`config.mk`:
```
export PLATFORM = sky130hd
export DESIGN_NAME = output_logic
export DESIGN_NICKNAME = d
export VERILOG_FILES = /design/src/rtl/output_logic_pkg.sv /design/src/rtl/output_logic_pixel_formatter.sv /design/src/rtl/output_logic.sv
export SDC_FILE = /design/constraint.sdc
export NUM_CORES = 1
export LEC_CHECK = 0
export ABC_AREA = 0
export BUFFER_PORTS_ARGS = -buffer_cell sky130_fd_sc_hd__buf_4
export CORE_ASPECT_RATIO = 1.4
export CORE_MARGIN = 2
export CORE_UTILIZATION = 45
export CTS_BUF_LIST = sky130_fd_sc_hd__clkbuf_4 sky130_fd_sc_hd__clkbuf_8
export DETAILED_ROUTE_END_ITERATION = 10
export PLACE_DENSITY = 0.93
export REMOVE_ABC_BUFFERS = 1
export SETUP_SLACK_MARGIN = 0.5
export SLEW_MARGIN = 5
export SYNTH_ARGS = -nofsm -noshare
export SYNTH_HDL_FRONTEND = slang
export SYNTH_SLANG_ARGS = --single-unit
```
`constraint.sdc`:
```
create_clock -name clk -period 1.39 [get_ports clk]
set_clock_uncertainty 0.05 [all_clocks]
set_input_delay 0.2085 -clock clk [delete_from_list [all_inputs] [get_ports clk]]
set_output_delay 0.2085 -clock clk [all_outputs]
set_load 0.01 [all_outputs]
```
`src/rtl/output_logic_pkg.sv`:
```
// Shared GPU frame-buffer write definitions: lane enables, colour type, address width.
// Latency: n/a (declarations only).
// Backpressure: n/a.
package output_logic_pkg;

    localparam int ADDR_WIDTH_DEFAULT = 32;

    // Halfword lane enables for a 32-bit frame-buffer word.
    localparam logic [3:0] BE_LOW  = 4'b0011;
    localparam logic [3:0] BE_HIGH = 4'b1100;

    // RGB565 pixel colour.
    typedef logic [15:0] color_t;

    // Lane enables that select the halfword addressed by address_lsb.
    function automatic logic [3:0] halfword_be(input logic address_lsb);
        return address_lsb ? BE_HIGH : BE_LOW;
    endfunction

endpackage

```
`src/rtl/output_logic_pixel_formatter.sv`:
```
// Replicates an RGB565 colour across both halfwords of a 32-bit word and selects lane enables.
// Latency: purely combinational, zero cycles.
// Backpressure: none; outputs follow color/address_lsb continuously.
//
// Ports:
//   color       - pixel colour
//   address_lsb - halfword select (0 = low, 1 = high)
//   pixel_data  - {color, color}
//   byteenable  - 4'b0011 for the low halfword, 4'b1100 for the high halfword
module pixel_formatter
    import output_logic_pkg::*;
(
    input  color_t      color,
    input  logic        address_lsb,
    output logic [31:0] pixel_data,
    output logic [3:0]  byteenable
);

    // Replicating the colour lets the interconnect pick either halfword purely by byteenable,
    // so no data shifting depends on the address.
    always_comb begin
        pixel_data = {color, color};
        byteenable = halfword_be(address_lsb);
    end

endmodule

```
`src/rtl/output_logic.sv`:
```
// Pixel write formatter plus single-outstanding registered Avalon-MM write command stage.
// Latency: formatting is combinational; accept-to-avm_write is one clock edge.
// Backpressure: write_ready drops while a write is stalled by avm_waitrequest; completion and a new accept may share an edge.
//
// Ports:
//   clk, rst                      - clock; synchronous active-high reset
//   color, address_lsb            - pixel colour and halfword select
//   pixel_data, byteenable        - combinational formatted word and lane enables
//   word_addr, write_req          - command address and request
//   write_ready                   - request accepted on this edge when write_req is high
//   avm_write, avm_address,
//   avm_writedata, avm_byteenable - registered Avalon-MM write command
//   avm_waitrequest               - slave stall
module output_logic
    import output_logic_pkg::*;
#(
    parameter int ADDR_WIDTH = ADDR_WIDTH_DEFAULT
) (
    input  logic                  clk,
    input  logic                  rst,
    input  color_t                color,
    input  logic                  address_lsb,
    output logic [31:0]           pixel_data,
    output logic [3:0]            byteenable,
    input  logic [ADDR_WIDTH-1:0] word_addr,
    input  logic                  write_req,
    output logic                  write_ready,
    output logic                  avm_write,
    output logic [ADDR_WIDTH-1:0] avm_address,
    output logic [31:0]           avm_writedata,
    output logic [3:0]            avm_byteenable,
    input  logic                  avm_waitrequest
);

    logic                  avm_write_q,      avm_write_d;
    logic [ADDR_WIDTH-1:0] avm_address_q,    avm_address_d;
    logic [31:0]           avm_writedata_q,  avm_writedata_d;
    logic [3:0]            avm_byteenable_q, avm_byteenable_d;
    logic                  accept;

    pixel_formatter u_pixel_formatter (
        .color       (color),
        .address_lsb (address_lsb),
        .pixel_data  (pixel_data),
        .byteenable  (byteenable)
    );

    // avm_write is the whole state: low = IDLE, high = BUSY. The slot frees up on the same
    // edge the slave takes the current command, which is what allows back-to-back writes.
    always_comb begin
        write_ready      = !avm_write_q || !avm_waitrequest;
        accept           = write_req && write_ready;

        avm_write_d      = avm_write_q;
        avm_address_d    = avm_address_q;
        avm_writedata_d  = avm_writedata_q;
        avm_byteenable_d = avm_byteenable_q;

        if (accept) begin
            avm_write_d      = 1'b1;
            avm_address_d    = word_addr;
            avm_writedata_d  = pixel_data;
            avm_byteenable_d = byteenable;
        end else if (avm_write_q && !avm_waitrequest) begin
            // Transfer completes; payload registers keep their last value.
            avm_write_d      = 1'b0;
        end
    end

    // Reset wins over accept and completion, aborting any in-flight command.
    always_ff @(posedge clk) begin
        if (rst) begin
            avm_write_q      <= 1'b0;
            avm_address_q    <= '0;
            avm_writedata_q  <= '0;
            avm_byteenable_q <= '0;
        end else begin
            avm_write_q      <= avm_write_d;
            avm_address_q    <= avm_address_d;
            avm_writedata_q  <= avm_writedata_d;
            avm_byteenable_q <= avm_byteenable_d;
        end
    end

    assign avm_write      = avm_write_q;
    assign avm_address    = avm_address_q;
    assign avm_writedata  = avm_writedata_q;
    assign avm_byteenable = avm_byteenable_q;

endmodule

```
==> results of run 1 <==
Yosys cell counts:
cell type and number:
inv_1 1, mux2i_1 49, nand2_1 1, nor2b_1 1, buf_4 57, mux2_4 1, buf_2 1, nand2b_1 98
nor2_1 2, clkbuf_1 10, buf_6 2, a21oi_1 1, a21boi_2 1, dfxtp_1 51
sequential cells by signal (all words and copies together), names as in the netlist:
signal          flops
avm_writedata      16
avm_byteenable      2
avm_address        32
avm_write           1
worst reg2reg max path, delay by kind of cell, from the launching register on:
kind | cells | cell delay (ps)
compound gates | 1 | 170
mux | 1 | 220
flops | 1 | 360
buf+inv | 2 | 320
worst paths after layout:
kind	from	depth (start not counted)	slack (ps)	to
worst min-delay path	write_req	3	90	avm_write
worst max-delay path	avm_write	4	200	avm_address[26]
worst min register to register	avm_address[23]	2	430	avm_address[23]
worst max register to register	avm_write	4	200	avm_address[26]
final cells by class:
type,count,area [um2],share of cell area
clock buffer,6,82.58,0.01950
clock inverter,1,5.005,0.001182
inverter,1,3.754,0.0008865
multi-input combinational,154,1164,0.2748
sequential,51,1102,0.2603
tap,70,87.58,0.02069
timing repair buffer,190,1789,0.4226
logic make-up (layout without fill, tap and decap cells):
logic type,after synthesis,count (layout),synth area share
compound gates,2,2,0.006090
buf+inv,71,198,0.1860
flops,51,51,0.3824
mux,50,50,0.1893
simple gates,102,102,0.2362
per-layer routing:
layer	vias up	track usage
met5	-	0
met4	0	0.05719
met3	10	0.04440
met2	98	0.3774
met1	1044	0.1995
li1	1068	-
power by group through the flow:
stage,clock network [mW],logic [mW],registers (mW)
2_1_floorplan,0,0.235,1.71
3_3_place_gp,0,0.808,1.65
3_5_place_dp,0,0.831,1.66
4_1_cts,0.880,0.956,1.66
5_1_grt,0.932,1.07,1.67
6_report,0.851,1.01,1.66
stage by stage:
step                      std cells  cell area, um2  setup TNS (ps)
final                           473            4234               0
after global routing            473            4234               0
after CTS                       461            4084               0
after detailed placement        442            3568               0
after global placement          442            3568               0
after floorplan                 206            2177          -74230
what timing repair did:
| action | CTS | global route |
|---|---|---|
| hold endpoints to repair | 0 | 0 |
| pin swaps | 1 | 1 |
| setup buffers | 11 | 11 |
| gates resized for setup | 115 | 14 |
| cloned | 1 | 1 |
| setup endpoints to repair | 120 | 120 |
==> metrics, run 1 <==
RSZ-0062 raised after global routing yes; Post-Route M1 WL 2415 um; Arr. time, crit path 1360 ps; syn avg cell area 9.674 um2; switch share 0.2620; post-route minimum period 1194 ps; Worst-Skew Late Latency 290 ps; crit path launch type register; met2 wire len 3989 um; Max Used Layer met4; clock slew at reported path FFs 90 ps; Leak 2.020 nW; Max-slew headroom 0.8339; Top Ports 159; internal power 2.598 mW; layout cells sized above 1 0.6228; pwr dens 831.3 nW/um2; die span in y 95.14 um; NumNets Final 456; fin. max-slew vios 0; fill count 381; P_sw 0.9222 mW; # port buffers 158; Yosys top cell area share 0.3824; slowest stage cell, crit path dfxtp_2; Yosys cell types 14; vias 2220; CTS tree built; Synth warnings 0; WS Path Type register to register; GP Congestion 0.7002; leading area contributor after synthesis dfxtp_1; initial DRC count 85; cell area after synthesis 2670 um2; Comb pwr share 0.286; Reg power frac 0.472; Cell Rows 33; initial antenna violation count 0; global-route wire length before repair 10270 um; sequential area share after synthesis 0.3824; post-synthesis cell count 276; final core occ 0.7325; Total Wirelength 6968 um; Final ANT Viol Nets 0; status finished clean; CP delay by family, top flip-flops; pre-CTS WS 140.3 ps; Die W 69.10 um; largest net degree at the start of global routing 51; clk buf depth 2; maxcap violations 0; hold buffer count at cts 0; met3 routed WL 441 um; setup violators final 0; die area 6574 um2; drt pass-1 iters 4; Residual DRC 0; clock root cell clkbuf_8; total power 3.520 mW; PnR worst setup slack 196.0 ps; H-Tree Depth 2; most frequent cells in the layout 115 x buf_4, 98 x nand2b_1, 68 x buf_6, 48 x mux2i_1, 44 x dfxtp_2; most common cell after layout, fill and taps aside buf_4; CP required 1550 ps; Worst setup EP type register; Slew @ Worst Pin 249.2 ps; GRT Total Usage 0.1912; Max FO, Critical Path 8; final hold viol count 0; initial core utilization 0.4619; Tightest Hold Check Type input port to register; TritonCTS buffer count 5; Area Overhead vs Synth 58.58%; WL/cell 14.73 um; core area 5781 um2; routed vias/inst 4.693; fmax 0.8375 GHz; crit path cell chain a21boi_4 -> buf_12 -> buf_16 -> mux2i_2; antenna cells 0; hold_ws 89.95 ps; DP Wirelength 4577 um; Worst Path Buf+Inv 2; Seq cells post-synth 51; CP max stage delay 360 ps; peak supply drop 0.0005073 V; number of global-route vias before repair 2218; Tcrit/Tclk final 0.8590; GR Overflow Total 0; clock power share 0.242; CTS sink count 51; top cells by area, synth dfxtp_1 38%, nand2b_1 23%, mux2i_1 18%
Note: power is estimated with default switching activity, not from simulation.
==> run 2: changes to the inputs <==
CORE_UTILIZATION = 41   (was 45)
PLACE_DENSITY = 0.89   (was 0.93)
clock period = 1.07 ns   (was 1.39 ns; I/O delays follow)
==> run 2 against run 1 <==
  * Critical endpoint is now avm_address[17]
  * The flow now finishes with violations (negative setup slack)
  * Combinational power is 45% higher
  * Via count is 1.1% higher
  * Flip-flop and latch count stayed put
  * Largest power group unchanged
  * Worst hold slack worse by 48 ps
  * Critical path depth stayed put
==> metrics, run 2 (synthesis gave the netlist of run 1 again) <==
initial DRC count 53 (-38%); CTS sink count 51 (unchanged); TritonCTS buffer count 5 (unchanged); hold path cells 3 (unchanged); R2R cell count 4 (unchanged); maxcap violations 0 (unchanged); Area Overhead vs Synth 73.34%; switch share 0.2520 (-0.01003); drt pass-1 iters 4 (unchanged); CP max stage delay 350 ps (about the same); internal power 3.743 mW (+44%); Top Ports 159 (unchanged); initial core utilization 0.4270 (-0.03493); die span in y 99.49 um (+4.6%); P_sw 1.261 mW (+37%); final hold viol count 0 (unchanged); antenna cells 0 (unchanged); peak supply drop 0.0007352 V (+45%); GP Congestion 0.7236 (+3.3%); Comb pwr share 0.291 (+0.005); register area 1097 um2 (-0.45%); final core occ 0.7401 (+0.007628); most common cell after layout, fill and taps aside buf_6; Cell Rows 34 (+3.0%); GR Overflow Total 0 (unchanged); Slew @ Worst Pin 162.9 ps (-86.28 ps); Max-slew headroom 0.8883 (+0.05441); crit path cell chain a21boi_4 -> buf_12 -> buf_12 -> mux2i_1; Tcrit/Tclk final 1.103 (+0.2437); WS Path Type register to register; clk buf depth 2 (unchanged); global-route wire length before repair 11210 um (+9.2%); NumNets Final 468 (+2.6%); Arr. time, crit path 1350 ps (about the same); status finished, violations left; Residual DRC 0 (unchanged); fill count 398 (+4.5%); Total Wirelength 7368 um (+5.7%); setup violators final 52 (+52); RSZ-0062 raised after global routing yes; clock power share 0.277 (+0.035); crit path launch type register; Hold Startpoint write_req; most frequent cells in the layout 107 x buf_6, 98 x nand2b_1, 72 x buf_4, 47 x mux2i_1, 46 x dfxtp_2; Leak 2.177 nW (+7.8%); Max FO, Critical Path 13 (+5); Worst path most repeated cell buf_12; vias 2245 (+1.1%); reg2reg start avm_write; total power 5.004 mW (+42%); Hold EP avm_write; WL/cell 15.10 um (+2.5%); fin. max-slew vios 0 (unchanged); clock slew at reported path FFs 90 ps (about the same); die area 7183 um2 (+9.3%); Reg power frac 0.432 (-0.040); routed vias/inst 4.600 (-2.0%); failing checks negative setup slack; area of the multi-input gates 1174 um2 (+0.86%); number of global-route vias before repair 2351 (+6.0%); initial antenna violation count 0 (unchanged); core area 6254 um2 (+8.2%); post-route minimum period 1180 ps (-14.14 ps); r2r setup slk -110 ps (-310 ps); DP Wirelength 4516 um (-1.3%); CTS tree built; PnR worst setup slack -109.9 ps (-305.9 ps); fmax 0.8475 GHz (+1.2%); hold_ws 42.40 ps (-47.54 ps); clock root cell clkbuf_8; Tightest Hold Check Type input port to register; Worst setup EP type register; pwr dens 1081 nW/um2 (+30%); GRT Total Usage 0.1978 (+0.006618); Worst-Skew Late Latency 300 ps (about the same); H-Tree Depth 2 (unchanged); largest net degree at the start of global routing 51 (unchanged); Final ANT Viol Nets 0 (unchanged); reg2reg end avm_address[17]; max FFs per register 32 (unchanged); Die W 72.21 um (+4.5%); layout cells sized above 1 0.6442 (+0.02140); # port buffers 158 (unchanged); CP required 1240 ps (-310 ps); slowest stage cell, crit path dfxtp_2
run 2: power groups by stage:
stage                     logic (mW)  registers, mW  clock network, mW
after floorplan                0.305           2.22                  0
after global placement          1.08           2.15                  0
after detailed placement        1.11           2.15                  0
after CTS                       1.40           2.16               1.42
after global routing            1.54           2.18               1.50
final                           1.46           2.16               1.39
run 2: metrics by stage:
stage          setup slack, ps  std cells  TNS [ps]  area [um2]
6_report                -109.9        488     -2726        4628
3_5_place_dp            -56.70        453     -1267        3638
4_1_cts                 -91.73        479     -2414        4517
2_1_floorplan            -1876        206    -90230        2177
3_3_place_gp            -36.89        453    -54.47        3638
5_1_grt                 -154.5        488     -5032        4628
run 2: worst max-delay path by stage:
stage          startpoint                end  slack (ps)  cells past startpoint
4_1_cts         avm_write  avm_writedata[16]         -90                      4
5_1_grt         avm_write     avm_address[1]        -150                      4
3_5_place_dp    avm_write  avm_byteenable[1]         -60                      3
3_3_place_gp    avm_write  avm_byteenable[1]         -40                      3
2_1_floorplan   avm_write  avm_byteenable[1]       -1880                      2
6_report        avm_write    avm_address[17]        -110                      4
run 2: final cells by class:
cell class / instances / share of cell area
timing repair buffer: 202 / 0.4609
multi-input combinational: 154 / 0.2536
sequential: 51 / 0.2371
tap: 72 / 0.01946
clock buffer: 6 / 0.01784
clock inverter: 2 / 0.007570
inverter: 1 / 0.003514
run 2: worst max-delay path, delay by kind of cell (launching register included):
kind | cells | cell delay (ps)
AOI/OAI and AO/OA | 1 | 160
muxes | 1 | 220
buffers and inverters | 2 | 310
DFF | 1 | 350
run 2: per-layer routing:
layer,share of wire,GRT usage
met5,0,0
met3,0.056,0.04559
met2,0.58,0.3910
met1,0.35,0.2008
met4,0.013,0.05080
run 2: repair_timing:
action                                 CTS  global route
endpoints found under the hold margin    0             0
setup endpoints to repair              157           157
hold buffers                             0             0
pin swaps                                0             0
resized for setup                      197            14
setup buffers                           17             9
gates cloned                             1             0
